[src/rtl/urllc_sender_if.sv]
// ---------------------------------------------------------------------------
// urllc_sender_if
// Bundles the sender's ADC, DAC and sync signals.
//   sender_sync_in  : transmit enable (asynchronous to the sender clock)
//   sender_sync_out : one-cycle frame strobe on the first cycle of a frame
//   sender_ad       : 8-bit unsigned ADC sample
//   sender_da       : 8-bit unsigned DAC sample, midscale 8'h80
// Modports:
//   master : the transmitter. It drives the DAC and the strobe.
//   slave  : the surrounding front end. It drives the enable and the ADC word.
// ---------------------------------------------------------------------------
interface urllc_sender_if;
  logic       sender_sync_in;
  logic       sender_sync_out;
  logic [7:0] sender_ad;
  logic [7:0] sender_da;

  modport master (
    input  sender_sync_in,
    input  sender_ad,
    output sender_sync_out,
    output sender_da
  );

  modport slave (
    output sender_sync_in,
    output sender_ad,
    input  sender_sync_out,
    input  sender_da
  );
endinterface

[src/rtl/urllc_sender.sv]
// ---------------------------------------------------------------------------
// urllc_sender
// Baseband BPSK transmitter for the URLLC link. Each frame samples the ADC
// word once and sends an 18-bit frame: the sync word (MSB first), the data
// byte (MSB first), an even parity bit and a stop bit. Each bit is one full
// sine period of BIT_CYCLES samples. A 1 is sent in phase and a 0 is sent
// inverted about midscale.
// Ports:
//   clock : system clock, rising edge
//   reset : asynchronous active-high reset
//   bus   : urllc_sender_if.master (sync in/out, ADC in, DAC out)
//
// state | meaning
// ------+-------------------------------------------------------------
// IDLE  | DAC parked at midscale and waiting for the synchronised enable
// FRAME | sending bit r_bit, carrier phase r_phase
// ---------------------------------------------------------------------------
module urllc_sender #(
  parameter int          BIT_CYCLES = 20,     // carrier table is built for 20
  parameter logic [7:0]  SYNC_WORD  = 8'h7E,
  parameter int          AMP        = 100     // must stay <= 127
) (
  input  logic           clock,
  input  logic           reset,
  urllc_sender_if.master bus
);

  localparam logic [0:0] ST_IDLE  = 1'b0;
  localparam logic [0:0] ST_FRAME = 1'b1;

  localparam logic [4:0] PHASE_LAST = 5'(BIT_CYCLES - 1);
  localparam logic [4:0] BIT_LAST   = 5'd17;
  localparam logic [7:0] MIDSCALE   = 8'h80;

  // Quarter-wave amplitudes, round(AMP*sin(k*18deg)) for k = 0..5.
  // sin values are held in units of 1/1000.
  localparam logic [7:0] A1 = 8'((AMP * 309 + 500) / 1000);
  localparam logic [7:0] A2 = 8'((AMP * 588 + 500) / 1000);
  localparam logic [7:0] A3 = 8'((AMP * 809 + 500) / 1000);
  localparam logic [7:0] A4 = 8'((AMP * 951 + 500) / 1000);
  localparam logic [7:0] A5 = 8'(AMP);

  logic       r_sync1;
  logic       r_sync2;
  logic [0:0] r_state;
  logic [4:0] r_bit;
  logic [4:0] r_phase;
  logic [7:0] r_data;
  logic [7:0] r_da;
  logic       r_sync_out;

  logic       w_en;
  logic       w_start;
  logic [0:0] w_state_nxt;
  logic [4:0] w_bit_nxt;
  logic [4:0] w_phase_nxt;
  logic [7:0] w_data_nxt;
  logic       w_sym;
  logic [7:0] w_mag;
  logic       w_up;
  logic [7:0] w_sample;
  logic [7:0] w_da_nxt;

  // Maps phase 0..19 onto the first quarter wave (index 0..5).
  function automatic logic [2:0] quarter_idx(input logic [4:0] k);
    if (k <= 5'd5)       return k[2:0];
    else if (k <= 5'd10) return 3'(5'd10 - k);
    else if (k <= 5'd15) return 3'(k - 5'd10);
    else                 return 3'(5'd20 - k);
  endfunction

  function automatic logic [7:0] quarter_amp(input logic [2:0] q);
    case (q)
      3'd0:    return 8'd0;
      3'd1:    return A1;
      3'd2:    return A2;
      3'd3:    return A3;
      3'd4:    return A4;
      default: return A5;
    endcase
  endfunction

  // Symbol carried by frame bit b, given the latched data byte d.
  function automatic logic frame_symbol(input logic [4:0] b, input logic [7:0] d);
    if (b < 5'd8)       return SYNC_WORD[3'd7 - b[2:0]];
    else if (b < 5'd16) return d[3'd7 - b[2:0]];
    else if (b == 5'd16) return ^d;
    else                return 1'b1;
  endfunction

  assign w_en = r_sync2;

  always_comb begin
    w_state_nxt = r_state;
    w_bit_nxt   = r_bit;
    w_phase_nxt = r_phase;
    w_data_nxt  = r_data;
    w_start     = 1'b0;

    case (r_state)
      ST_IDLE: begin
        if (w_en) w_start = 1'b1;
      end
      default: begin
        if (r_phase == PHASE_LAST) begin
          w_phase_nxt = 5'd0;
          if (r_bit == BIT_LAST) begin
            // Back-to-back frames when the enable is still high, so the
            // frame period stays exactly 18 * BIT_CYCLES.
            if (w_en) begin
              w_start = 1'b1;
            end else begin
              w_state_nxt = ST_IDLE;
              w_bit_nxt   = 5'd0;
            end
          end else begin
            w_bit_nxt = r_bit + 5'd1;
          end
        end else begin
          w_phase_nxt = r_phase + 5'd1;
        end
      end
    endcase

    if (w_start) begin
      w_state_nxt = ST_FRAME;
      w_bit_nxt   = 5'd0;
      w_phase_nxt = 5'd0;
      w_data_nxt  = bus.sender_ad;
    end
  end

  // The DAC register is loaded from the next-state bit and phase. This keeps
  // the output aligned with the strobe, with no extra pipeline stage.
  assign w_sym    = frame_symbol(w_bit_nxt, w_data_nxt);
  assign w_mag    = quarter_amp(quarter_idx(w_phase_nxt));
  assign w_up     = w_sym ? (w_phase_nxt < 5'd10) : !(w_phase_nxt < 5'd10);
  assign w_sample = w_up ? (MIDSCALE + w_mag) : (MIDSCALE - w_mag);
  assign w_da_nxt = (w_state_nxt == ST_FRAME) ? w_sample : MIDSCALE;

  always_ff @(posedge clock or posedge reset) begin
    if (reset) begin
      r_sync1    <= 1'b0;
      r_sync2    <= 1'b0;
      r_state    <= ST_IDLE;
      r_bit      <= 5'd0;
      r_phase    <= 5'd0;
      r_data     <= 8'd0;
      r_da       <= MIDSCALE;
      r_sync_out <= 1'b0;
    end else begin
      r_sync1    <= bus.sender_sync_in;
      r_sync2    <= r_sync1;
      r_state    <= w_state_nxt;
      r_bit      <= w_bit_nxt;
      r_phase    <= w_phase_nxt;
      r_data     <= w_data_nxt;
      r_da       <= w_da_nxt;
      r_sync_out <= w_start;
    end
  end

  assign bus.sender_da       = r_da;
  assign bus.sender_sync_out = r_sync_out;

endmodule

[src/flat_wrapper.sv]
// flat-port wrapper written by rule: the top's interface ports become plain ports
module urllc_sender_flat 
#(
  parameter int          BIT_CYCLES = 20,                                     
  parameter logic [7:0]  SYNC_WORD  = 8'h7E,
  parameter int          AMP        = 100                        
)
  (clock, reset, bus_sender_sync_in, bus_sender_ad, bus_sender_sync_out, bus_sender_da);
  urllc_sender_if bus_i ();
  input  logic clock;
  input  logic reset;
  input wire logic [$bits(bus_i.sender_sync_in)-1:0] bus_sender_sync_in;
  input wire logic [$bits(bus_i.sender_ad)-1:0] bus_sender_ad;
  output wire logic [$bits(bus_i.sender_sync_out)-1:0] bus_sender_sync_out;
  output wire logic [$bits(bus_i.sender_da)-1:0] bus_sender_da;
  assign bus_i.sender_sync_in = bus_sender_sync_in;
  assign bus_i.sender_ad = bus_sender_ad;
  assign bus_sender_sync_out = bus_i.sender_sync_out;
  assign bus_sender_da = bus_i.sender_da;
  urllc_sender #(.BIT_CYCLES(BIT_CYCLES), .SYNC_WORD(SYNC_WORD), .AMP(AMP)) u_core (.clock(clock), .reset(reset), .bus(bus_i));
endmodule
[config.mk]
export PLATFORM = sky130hd
export DESIGN_NAME = urllc_sender_flat
export DESIGN_NICKNAME = d
export VERILOG_FILES = /design/src/rtl/urllc_sender_if.sv /design/src/rtl/urllc_sender.sv /design/src/flat_wrapper.sv
export SDC_FILE = /design/constraint.sdc
export NUM_CORES = 1
export LEC_CHECK = 0
export ABC_AREA = 1
export ABC_CLOCK_PERIOD_IN_PS = 3270
export CORE_MARGIN = 1
export CORE_UTILIZATION = 34
export CTS_BUF_LIST = sky130_fd_sc_hd__clkbuf_4 sky130_fd_sc_hd__clkbuf_8 sky130_fd_sc_hd__clkbuf_16
export DETAILED_ROUTE_END_ITERATION = 8
export GPL_ROUTABILITY_DRIVEN = 1
export PLACE_DENSITY_LB_ADDON = 0.15
export SYNTH_ARGS = -nofsm -noshare
export SYNTH_HDL_FRONTEND = slang
export SYNTH_SLANG_ARGS = --single-unit
export TNS_END_PERCENT = 1
[constraint.sdc]
create_clock -name clock -period 3.27 [get_ports clock]
set_clock_uncertainty 0.05 [all_clocks]
set_input_delay 0.654 -clock clock [delete_from_list [all_inputs] [get_ports clock]]
set_output_delay 0.654 -clock clock [all_outputs]
set_load 0.005 [all_outputs]
==> Word level (Yosys, flattened, before mapping) <==
Memories as Yosys holds them, arrays and structs flattened.
Cells that the tools add are included.
Widths: inputs -> output; s select.
{ "word_totals": {"reg_bits": 30, "mem_bits_ro": 8, "in_bits": 11, "output_inout_bits": 9, "word_cells": 64, "memories": 1} }
{ "op_classes": {"n_addsub": 8, "n_lt_le_gt_ge": 7, "eq_ne": 7, "muxes": 30, "reduce_logical": 3} }
{ "memory_table": {"columns": ["memory", "depth", "word_bits", "read_ports", "rd_clocked_by_memory_dff", "wr", "line_no", "text"], "rows": [
  ["(name not given)", 8, 1, 1, 0, 0, "urllc_sender.sv:85", "if (b < 5'd8) return SYNC_WORD[3'd7 - b[2:0]];"]
]} }
{ "op_table": {"columns": ["operator", "n"], "rows": [
  ["$mux 5", 8],
  ["$pmux 7 s5", 1],
  ["$mux 8", 3],
  ["$eq 5x5->1 const B", 3],
  ["$mux 1", 14],
  ["$add 5x1->5 const B", 2],
  ["$le 5x4->1 const B", 2],
  ["$lt 5x4->1 const B", 2],
  ["$mux 3", 3],
  ["$add 8x7->8 const A", 1],
  ["$reduce_xor 8->1", 1],
  ["$sub 8x7->8 const A", 1],
  ["$eq 3x2->1 const B", 2],
  ["$sub 3x3->3 const A", 2],
  ["$le 5x3->1 const B", 1],
  ["$lt 5x5->1 const B", 1],
  ["$lt 3x4->1 const B", 1],
  ["$bmux 1 s3", 1],
  ["$eq 3x1->1 const B", 1],
  ["$eq 3x3->1 const B", 1],
  ["$logic_not 3->1", 1],
  ["$sub 2x3->3 const A", 1],
  ["$sub 3x2->3 const B", 1],
  ["$logic_not 1->1", 1]
]} }

==> Logic depth before layout (Yosys ltp) <==
Gate-level depths: netlist of run 1.
{ "logic_depth": {"depth_word": 14, "ltp_mapped": 32, "mapped_depth_nobuf": 31} }

==> Worst setup path before layout of run 1 <==
OpenSTA, ideal clock, no wires.
{ "synth_path": {"path_type": "register -> register", "from": "register u_core.r_bit[0]", "to": "register u_core.r_da[5] (netlist: u_core.bus.sender_da[5])", "setup_ns": 0.078, "arrival_time_ns": 3.485, "required_time_ns": 3.142, "path_slack_ns": -0.343, "path_stages_with_launch": 31, "path_buffers": 1, "cell_sequence": "dfrtp_1 > ha_1 > nand2_1 > nor2_2 > nand2_2 > nand2_2 > nand2_2 > buf_6 > inv_2 > nor3_2 > inv_1 > ha_1 > o21bai_2 > nand2_2 > nand2_1 > nand2_1 > clkinv_1 > nand2_1 > nand2_1 > nand2_1 > nor2_1 > nor2_1 > and2_1 > ha_1 > inv_1 > nor2_1 > ha_1 > nand3b_1 > nand2_1 > nand2_1 > a21oi_1"} }
{ "synth_between": {"elab_chain_len": 14, "elab_cells_between_ends": 50, "cone_classes": "7 x add/sub; 6 x order compare; 6 x eq/ne; 27 x mux; 3 x reduce/logical; 1 x memory"} }
{ "synth_lines": {"columns": ["item", "line_no", "text"], "rows": [
  ["start: declaration", "urllc_sender.sv:46", "logic [4:0] r_bit;"],
  ["start signal: assignment", "urllc_sender.sv:155", "r_bit <= w_bit_nxt;"],
  ["$eq 5x5->1 (*)", "urllc_sender.sv:107", "if (r_bit == BIT_LAST) begin"],
  ["$mux 1 (*)", "urllc_sender.sv:107", null],
  ["$mux 1 (*)", "urllc_sender.sv:105", "if (r_phase == PHASE_LAST) begin"],
  ["$mux 1 (*)", "urllc_sender.sv:100", "case (r_state)"],
  ["named net u_core.w_start", "urllc_sender.sv:53", "logic w_start;"],
  ["$mux 5 (*)", "urllc_sender.sv:125", "if (w_start) begin"],
  ["named net u_core.w_phase_nxt[1]", "urllc_sender.sv:56", "logic [4:0] w_phase_nxt;"],
  ["$le 5x4->1, or another cell as far along", "urllc_sender.sv:68", "else if (k <= 5'd15) return 3'(k - 5'd10);"],
  ["$mux 3", "urllc_sender.sv:68", null],
  ["$mux 3", "urllc_sender.sv:67", "else if (k <= 5'd10) return 3'(5'd10 - k);"],
  ["$mux 3", "urllc_sender.sv:66", "if (k <= 5'd5) return k[2:0];"],
  ["$eq 3x3->1, or another cell as far along", "urllc_sender.sv:73", "case (q)"],
  ["$pmux 7 s5", "urllc_sender.sv:73", null],
  ["$sub 8x7->8 / $add 8x7->8 (equally long branches)", "urllc_sender.sv:138", "assign w_sample = w_up ? (MIDSCALE + w_mag) : (MIDSCALE - w_mag);"],
  ["$mux 8 (*)", "urllc_sender.sv:138", null],
  ["$mux 8 (*)", "urllc_sender.sv:139", "assign w_da_nxt = (w_state_nxt == ST_FRAME) ? w_sample : MIDSCALE;"],
  ["named net u_core.w_da_nxt[5]", "urllc_sender.sv:62", "logic [7:0] w_da_nxt;"],
  ["end signal: assignment", "urllc_sender.sv:158", "r_da <= w_da_nxt;"],
  ["end: declaration", "urllc_sender.sv:49", "logic [7:0] r_da;"]
]} }
Mark *: on every way through the listed nets, which the timed path passes. The rest lies on a longest branch. The select of a mux whose other input is x is not followed.

==> Worst setup path after layout of run 1 <==
{ "layout_path": {"from": "register u_core.r_phase[1]", "to": "register u_core.r_da[5] (netlist: u_core.bus.sender_da[5])"} }
{ "layout_between": {"elab_chain_len": 13, "elab_cells_between_ends": 48, "cone_classes": "7 x add/sub; 6 x order compare; 6 x eq/ne; 25 x mux; 3 x reduce/logical; 1 x memory"} }
{ "layout_lines": {"columns": ["item", "line_no", "text"], "rows": [
  ["start: declaration", "urllc_sender.sv:47", "logic [4:0] r_phase;"],
  ["start signal: assignment", "urllc_sender.sv:156", "r_phase <= w_phase_nxt;"],
  ["$eq 5x5->1 (*)", "urllc_sender.sv:105", null],
  ["$mux 1 (*)", "urllc_sender.sv:105", null],
  ["$mux 1 (*)", "urllc_sender.sv:100", null],
  ["named net u_core.w_start", "urllc_sender.sv:53", null],
  ["$mux 5 (*)", "urllc_sender.sv:125", null],
  ["named net u_core.w_phase_nxt[1]", "urllc_sender.sv:56", null],
  ["$le 5x4->1, or another cell as far along", "urllc_sender.sv:68", null],
  ["$mux 3", "urllc_sender.sv:68", null],
  ["$mux 3", "urllc_sender.sv:67", null],
  ["$mux 3", "urllc_sender.sv:66", null],
  ["$eq 3x3->1, or another cell as far along", "urllc_sender.sv:73", null],
  ["$pmux 7 s5", "urllc_sender.sv:73", null],
  ["$sub 8x7->8 / $add 8x7->8 (equally long branches)", "urllc_sender.sv:138", null],
  ["$mux 8 (*)", "urllc_sender.sv:138", null],
  ["$mux 8 (*)", "urllc_sender.sv:139", null],
  ["named net u_core.w_da_nxt[5]", "urllc_sender.sv:62", null]
]} }
Marked as above.

==> results.md, run 1 <==
* Status: finished with violations
* Failing checks: DRC, setup timing
* Final Non-Filler Cells at 513
* Worst-Margin Slew at 0.507 ns
* Share of layout cells above drive strength 1 at 34.2%
* I/O Buffers at 19
* Final TNS setup at -0.734 ns
* Critical R2R Launch: u_core.r_phase[1]$_DFF_PP0_
* Initial core utilization at 35.8%
* Asr flop ratio synth at 100%
* Commonest non-fill, non-tap cell in the layout: nand2_1
* Initial antenna violation count at 0
* Row cnt at 29
* Slowest CP cell: dfrtp_1
* Finished Cell Area at 3410 µm²
* Family with the most delay on the worst path: simple AND/OR/NAND/NOR gates
* Placed Area at 2960 µm²
* Hold path depth at 0
* Layout area overhead at 46.5%
* CTS sink cnt at 30
* Cell variety after synth at 32
* Clk slew on worst S/H paths at 0.07 ns
* R2R setup slack at -0.23 ns
* Wire per inst at 11.5 µm
* Total number of vias at 2,335
* Commonest non-fill, non-tap cells in the layout: nand2_1, buf_4, inv_1
* CP endpoint kind: flop
* GPL Wtd Cong at 0.880
* Worst EP required at 3.43 ns
* Post-Synthesis Net Count at 376
* Largest stage delay, worst path at 0.40 ns
* DRC viols at 2
* # placed instances at 486
* HP Start: u_core.r_sync1$_DFF_PP0_
* Core area at 6490 µm²
* Synth Area per Inst at 6.59 µm²
* Top cells by area, synth: dfrtp_1, nand2_1, inv_1
* Max Cap Viol at 0
* CTS buffer count at 5
* Worst flop-to-flop path endpoint: u_core.bus.sender_da[5]$_DFF_PP0_
* CP Depth at 30
* R2R depth at 30
* Final Hold Slack at 0.337 ns
* Initial DRC count at 44
* Clk Latency, worst-skew pair at 0.28 ns
* Crit start category: flop
* HP Class: flop to flop
* Post-synth top area share at 31.2%
* H-tree depth at 2
* Antenna fix cells at 0
* Mapped Area at 2330 µm²
* Pins Over Slew Limit at 0
* Syn. warnings at 0
* CTS root buffer: clkbuf_8
* Total I/O pin count at 20
* Vias in the first global route at 2,277
* Period Utilization, post-route at 107%
* Mapped Cells at 353
* Final Net Count at 458
* Worst path bufs/invs at 4
* Seq cells post-synth at 30
* Crit path max fanout at 4
* TritonCTS clock tree: yes
* Final global-route overflow total at 0
* Maximum clock insertion buffer count at 2
* Detail-routed via count per cell at 4.55
* Final min period at 3.50 ns
* DIE HEIGHT at 84.7 µm
* Critical path type: flop to flop
* Final setup fails at 5
* Worst setup margin at -0.225 ns
* Top cell type by total area after synthesis: dfrtp_1
* Final Hold Viols at 0
* WL final at 5880 µm
* RSZ-0062 raised after global routing: yes
* Pre-Repair DR Iteration Count at 6
* Seq/Total Area, Yosys at 32.3%
* Hold Path End: u_core.r_sync2$_DFF_PP0_
* Global-route wire length before repair at 9800 µm
* Post-DRT Antenna Nets at 0
* Die Area at 7180 µm²
* Synth Flop Type: dfrtp_1
* Worst slew margin at 66.2%
* Fmax at 286 MHz
* Largest net degree at the start of global routing at 27
* Hpwl dp at 4250 µm
* Post-synth EDFFs at 0
* DIE WIDTH at 84.7 µm
* Critical Path AT at 3.66 ns
* Global Route Usage Sum at 17.2%
-- worst reg2reg max path: cells and delay by family, from the launching register on --
family          cells  cell delay [ns]
flops               1             0.40
fa+ha+maj           4             0.69
buf+inv             4             0.30
compound gates      1             0.12
simple gates       21             1.87
-- flip-flops by register name, indices dropped and copies added (netlist names) --
signal,flops
u_core.r_phase,5
u_core.r_sync2,1
u_core.r_bit,5
u_core.bus.sender_sync_out,1
u_core.r_data,8
u_core.r_state,1
u_core.r_sync1,1
u_core.bus.sender_da,8
-- layer usage --
metal	vias to the layer above	share of wire, %	global-route usage [%]
met3	4	2.4	3.44
met5	-	0	0
met4	0	1.1	5.70
met2	21	50	31.6
met1	1068	46	20.1
li1	1242	-	-
-- worst max path at each step --
stage / slack, ns / start / endpoint
2_1_floorplan: -0.12 / u_core.r_bit[1]$_DFF_PP0_ / u_core.bus.sender_da[5]$_DFF_PP0_
3_3_place_gp: -0.20 / u_core.r_bit[1]$_DFF_PP0_ / u_core.bus.sender_da[5]$_DFF_PP0_
3_5_place_dp: -0.29 / u_core.r_bit[1]$_DFF_PP0_ / u_core.bus.sender_da[5]$_DFF_PP0_
4_1_cts: -0.13 / u_core.r_bit[1]$_DFF_PP0_ / u_core.bus.sender_da[5]$_DFF_PP0_
5_1_grt: -0.44 / u_core.r_bit[1]$_DFF_PP0_ / u_core.bus.sender_da[5]$_DFF_PP0_
6_report: -0.23 / u_core.r_phase[1]$_DFF_PP0_ / u_core.bus.sender_da[5]$_DFF_PP0_
-- what timing repair did --
item / CTS / global route
hold buffers: 0 / 0
pin swaps: 29 / 29
cloned: 0 / 0
endpoints found under the setup margin: 4 / 7
buffers inserted: 14 / 5
gates resized for setup: 29 / 29
-- metrics by stage --
stage	util, %	worst slack (ns)
floorplan	-	-0.123
global placement	45.6	-0.196
detailed placement	45.6	-0.285
CTS	50.3	-0.125
global route	52.5	-0.440
finish	52.5	-0.225
-- cells by family (layout without fill, tap and decap cells) --
group | Yosys count | count (layout) | share of synthesized area (%)
buffers and inverters | 58 | 141 | 10.5
and+or+nand+nor | 234 | 234 | 44.2
xor gates and xnor gates | 6 | 6 | 2.26
adders and majority gates | 12 | 12 | 6.45
AOI/OAI and AO/OA | 12 | 12 | 3.82
muxes | 1 | 1 | 0.430
DFF | 30 | 30 | 32.3
-- cells in the mapped netlist, types with 2 or more instances --
cell,count
nand2_1,140
inv_1,46
nor2_1,34
nand3_1,31
dfrtp_1,29
ha_1,12
nand2_2,9
nand3b_1,7
inv_2,5
xor2_1,5
nor2_2,4
o21ai_2,4
buf_4,3
nand2_4,3
a21oi_1,2
buf_6,2
nand3_2,2
-- final cells by class --
type | count | area (µm²)
Clock buffer | 6 | 82.6
Clock inverter | 2 | 12.5
Fill cell | 606 | 3090
Inverter | 52 | 210
Multi-Input combinational cell | 265 | 1590
Sequential cell | 30 | 752
Tap cell | 77 | 96.3
Timing Repair Buffer | 81 | 671
Power of run 1 is left out: the tool's default activity adds up to more than one toggle a clock period on the data nets, which glitch-free logic cannot reach.
==> run 2, diff against run 1 <==
--- a/config.mk
+++ b/config.mk
@@ -7,7 +7,8 @@
 export LEC_CHECK = 0
 export ABC_AREA = 1
 export ABC_CLOCK_PERIOD_IN_PS = 3270
-export CORE_MARGIN = 1
+export CAP_MARGIN = 15
+export CORE_MARGIN = 8
 export CORE_UTILIZATION = 34
 export CTS_BUF_LIST = sky130_fd_sc_hd__clkbuf_4 sky130_fd_sc_hd__clkbuf_8 sky130_fd_sc_hd__clkbuf_16
 export DETAILED_ROUTE_END_ITERATION = 8
==> run 2 against run 1 <==
Compared with the run above: cell area shrank 5.1%; first-iteration DRC count increased by 43%; sequential cell count is the same; register-to-register slack improved by 0.12 ns; largest cell class unchanged; clock-buffer cell count unchanged; sequential share of layout area rose by 1.2 points; via count is 2.9% lower; fmax grew 3.5%; setup slack better by 0.12 ns; the flow finishes with violations (setup timing).
==> results.md, run 2 (synthesis results as in run 1) <==
* Wire per inst at 11.0 µm (-4.1%)
* Initial antenna violation count at 0 (unchanged)
* Share of layout cells above drive strength 1 at 31.1% (-3.0 points)
* Slowest CP cell: dfrtp_1
* DIE HEIGHT at 98.7 µm (+17%)
* Hold buffers post-CTS at 0 (unchanged)
* Antenna fix cells at 0 (unchanged)
* Max Cap Viol at 0 (unchanged)
* Critical Path AT at 3.54 ns (-0.12 ns)
* R2R depth at 27 (-10%)
* Global-route wire length before repair at 9650 µm (-1.5%)
* Hpwl dp at 4310 µm (+1.5%)
* Final Non-Filler Cells at 507 (-1.2%)
* Clk slew on worst S/H paths at 0.07 ns (about the same)
* H-tree depth at 2 (unchanged)
* I/O Buffers at 19 (unchanged)
* Final Hold Slack at 0.321 ns (-0.0160 ns)
* Core area at 6720 µm² (+3.4%)
* Worst-Margin Slew at 0.402 ns (-0.105 ns)
* Placed Area at 2970 µm² (+0.38%)
* Post-DRT Antenna Nets at 0 (unchanged)
* CTS root buffer: clkbuf_8
* Initial core utilization at 34.6% (-1.2 points)
* Final global-route overflow total at 0 (unchanged)
* DRC viols at 0 (-2)
* FF/Latch Area at 752 µm² (unchanged)
* # placed instances at 490 (+0.82%)
* CP endpoint kind: flop
* Most frequent CP cell: nand2_2
* TritonCTS clock tree: yes
* Area of the multi-input gates at 1500 µm² (-5.4%)
* Period Utilization, post-route at 103% (-3.6 points)
* Crit start category: flop
* Vias in the first global route at 2,274 (-0.13%)
* Filler Cells Inserted at 675 (+11%)
* Commonest non-fill, non-tap cell in the layout: nand2_1
* Total I/O pin count at 20 (unchanged)
* WL final at 5570 µm (-5.3%)
* Critical path endpoint: u_core.bus.sender_da[5]$_DFF_PP0_
* CP Depth at 27 (-10%)
* Family with the most delay on the worst path: simple AND/OR/NAND/NOR gates
* Final setup fails at 2 (-3)
* Final min period at 3.38 ns (-0.118 ns)
* Worst flop-to-flop path endpoint: u_core.bus.sender_da[5]$_DFF_PP0_
* Initial DRC count at 63 (+43%)
* Crit path max fanout at 5 (+1)
* Final Hold Viols at 0 (unchanged)
* R2R setup slack at -0.11 ns (+0.12 ns)
* CTS buffer count at 5 (unchanged)
* Total number of vias at 2,267 (-2.9%)
* Finished Cell Area at 3240 µm² (-5.1%)
* Maximum clock insertion buffer count at 2 (unchanged)
* Final Net Count at 449 (-2.0%)
* Layout area overhead at 39.0%
* Worst EP required at 3.43 ns (about the same)
* Pins Over Slew Limit at 0 (unchanged)
* Row cnt at 30 (+3.4%)
* Largest net degree at the start of global routing at 31 (+15%)
* Clk Latency, worst-skew pair at 0.28 ns (about the same)
* CTS sink cnt at 30 (unchanged)
* DIE WIDTH at 98.7 µm (+17%)
* Largest stage delay, worst path at 0.39 ns (about the same)
* Worst setup margin at -0.107 ns (+0.118 ns)
* Fmax at 296 MHz (+3.5%)
* Global Route Usage Sum at 11.8% (-5.4 points)
* Commonest non-fill, non-tap cells in the layout: nand2_1, buf_4, inv_1
* Critical path type: flop to flop
* Pre-Repair DR Iteration Count at 4 (-2)
* Critical R2R Launch: u_core.r_phase[1]$_DFF_PP0_
* Failing checks: setup timing
* GPL Wtd Cong at 0.897 (+2.0%)
* Status: finished with violations
* Worst path bufs/invs at 3 (-1)
* RSZ-0062 raised after global routing: yes
* Worst slew margin at 73.2% (+7.0 points)
* HP Class: flop to flop
* Critical path launch point: u_core.r_phase[1]$_DFF_PP0_
* HP Start: u_core.r_sync1$_DFF_PP0_
* Detail-routed via count per cell at 4.47 (-1.8%)
* Die Area at 9750 µm² (+36%)
## run 2: cell types whose count changed in the layout (fill, tap and decap cells not counted), moves of 2 or more
| cell | delta |
|---|---|
| buf_4 | -6 |
| nand2_4 | -5 |
| nor2_4 | -4 |
| buf_6 | -3 |
| ha_4 | -3 |
| nand2_2 | +3 |
| nor2_1 | +3 |
| ha_2 | +2 |
| inv_1 | +2 |
| inv_4 | -2 |
| nand2_1 | +2 |
## run 2: worst min-delay path by stage
stage                                     endpoint  slack (ns)  cells after the start
after floorplan           u_core.r_sync2$_DFF_PP0_        0.28                      0
after global placement    u_core.r_sync2$_DFF_PP0_        0.31                      0
after detailed placement  u_core.r_sync2$_DFF_PP0_        0.30                      0
after CTS                 u_core.r_sync2$_DFF_PP0_        0.32                      0
after global routing      u_core.r_sync2$_DFF_PP0_        0.33                      0
final                     u_core.r_sync2$_DFF_PP0_        0.32                      0
## run 2: metal layers
layer  up-vias  share of wire (%)  GRT usage (%)
met5         -                  0              0
met4         0                1.5           2.95
met3        10                2.9           2.75
met2        20                 50           21.6
met1      1020                 46           13.4
li1       1217                  -              -
## run 2: per-stage QoR
step	TNS, ns	utilization, %	setup WS [ns]
3_3_place_gp	-0.465	44.2	-0.230
2_1_floorplan	-0.242	-	-0.123
3_5_place_dp	-0.662	44.2	-0.304
4_1_cts	-0.186	46.9	-0.0935
6_report	-0.197	48.2	-0.107
5_1_grt	-0.926	48.2	-0.382
## run 2: area by class of cell
cell class | count | share of cell area (%)
clock buffer | 6 | 2.55
clock inverter | 2 | 0.387
inverter | 52 | 6.11
multi-input combinational | 265 | 46.3
sequential | 30 | 23.2
tap | 80 | 3.09
timing repair buffer | 72 | 18.3
## run 2: repair_timing
action | in CTS | in global routing
buffers inserted | 6 | 3
endpoints found under the setup margin | 3 | 6
gates resized for setup | 11 | 20
pin swaps | 17 | 18
Power of run 2 is left out for the same reason.
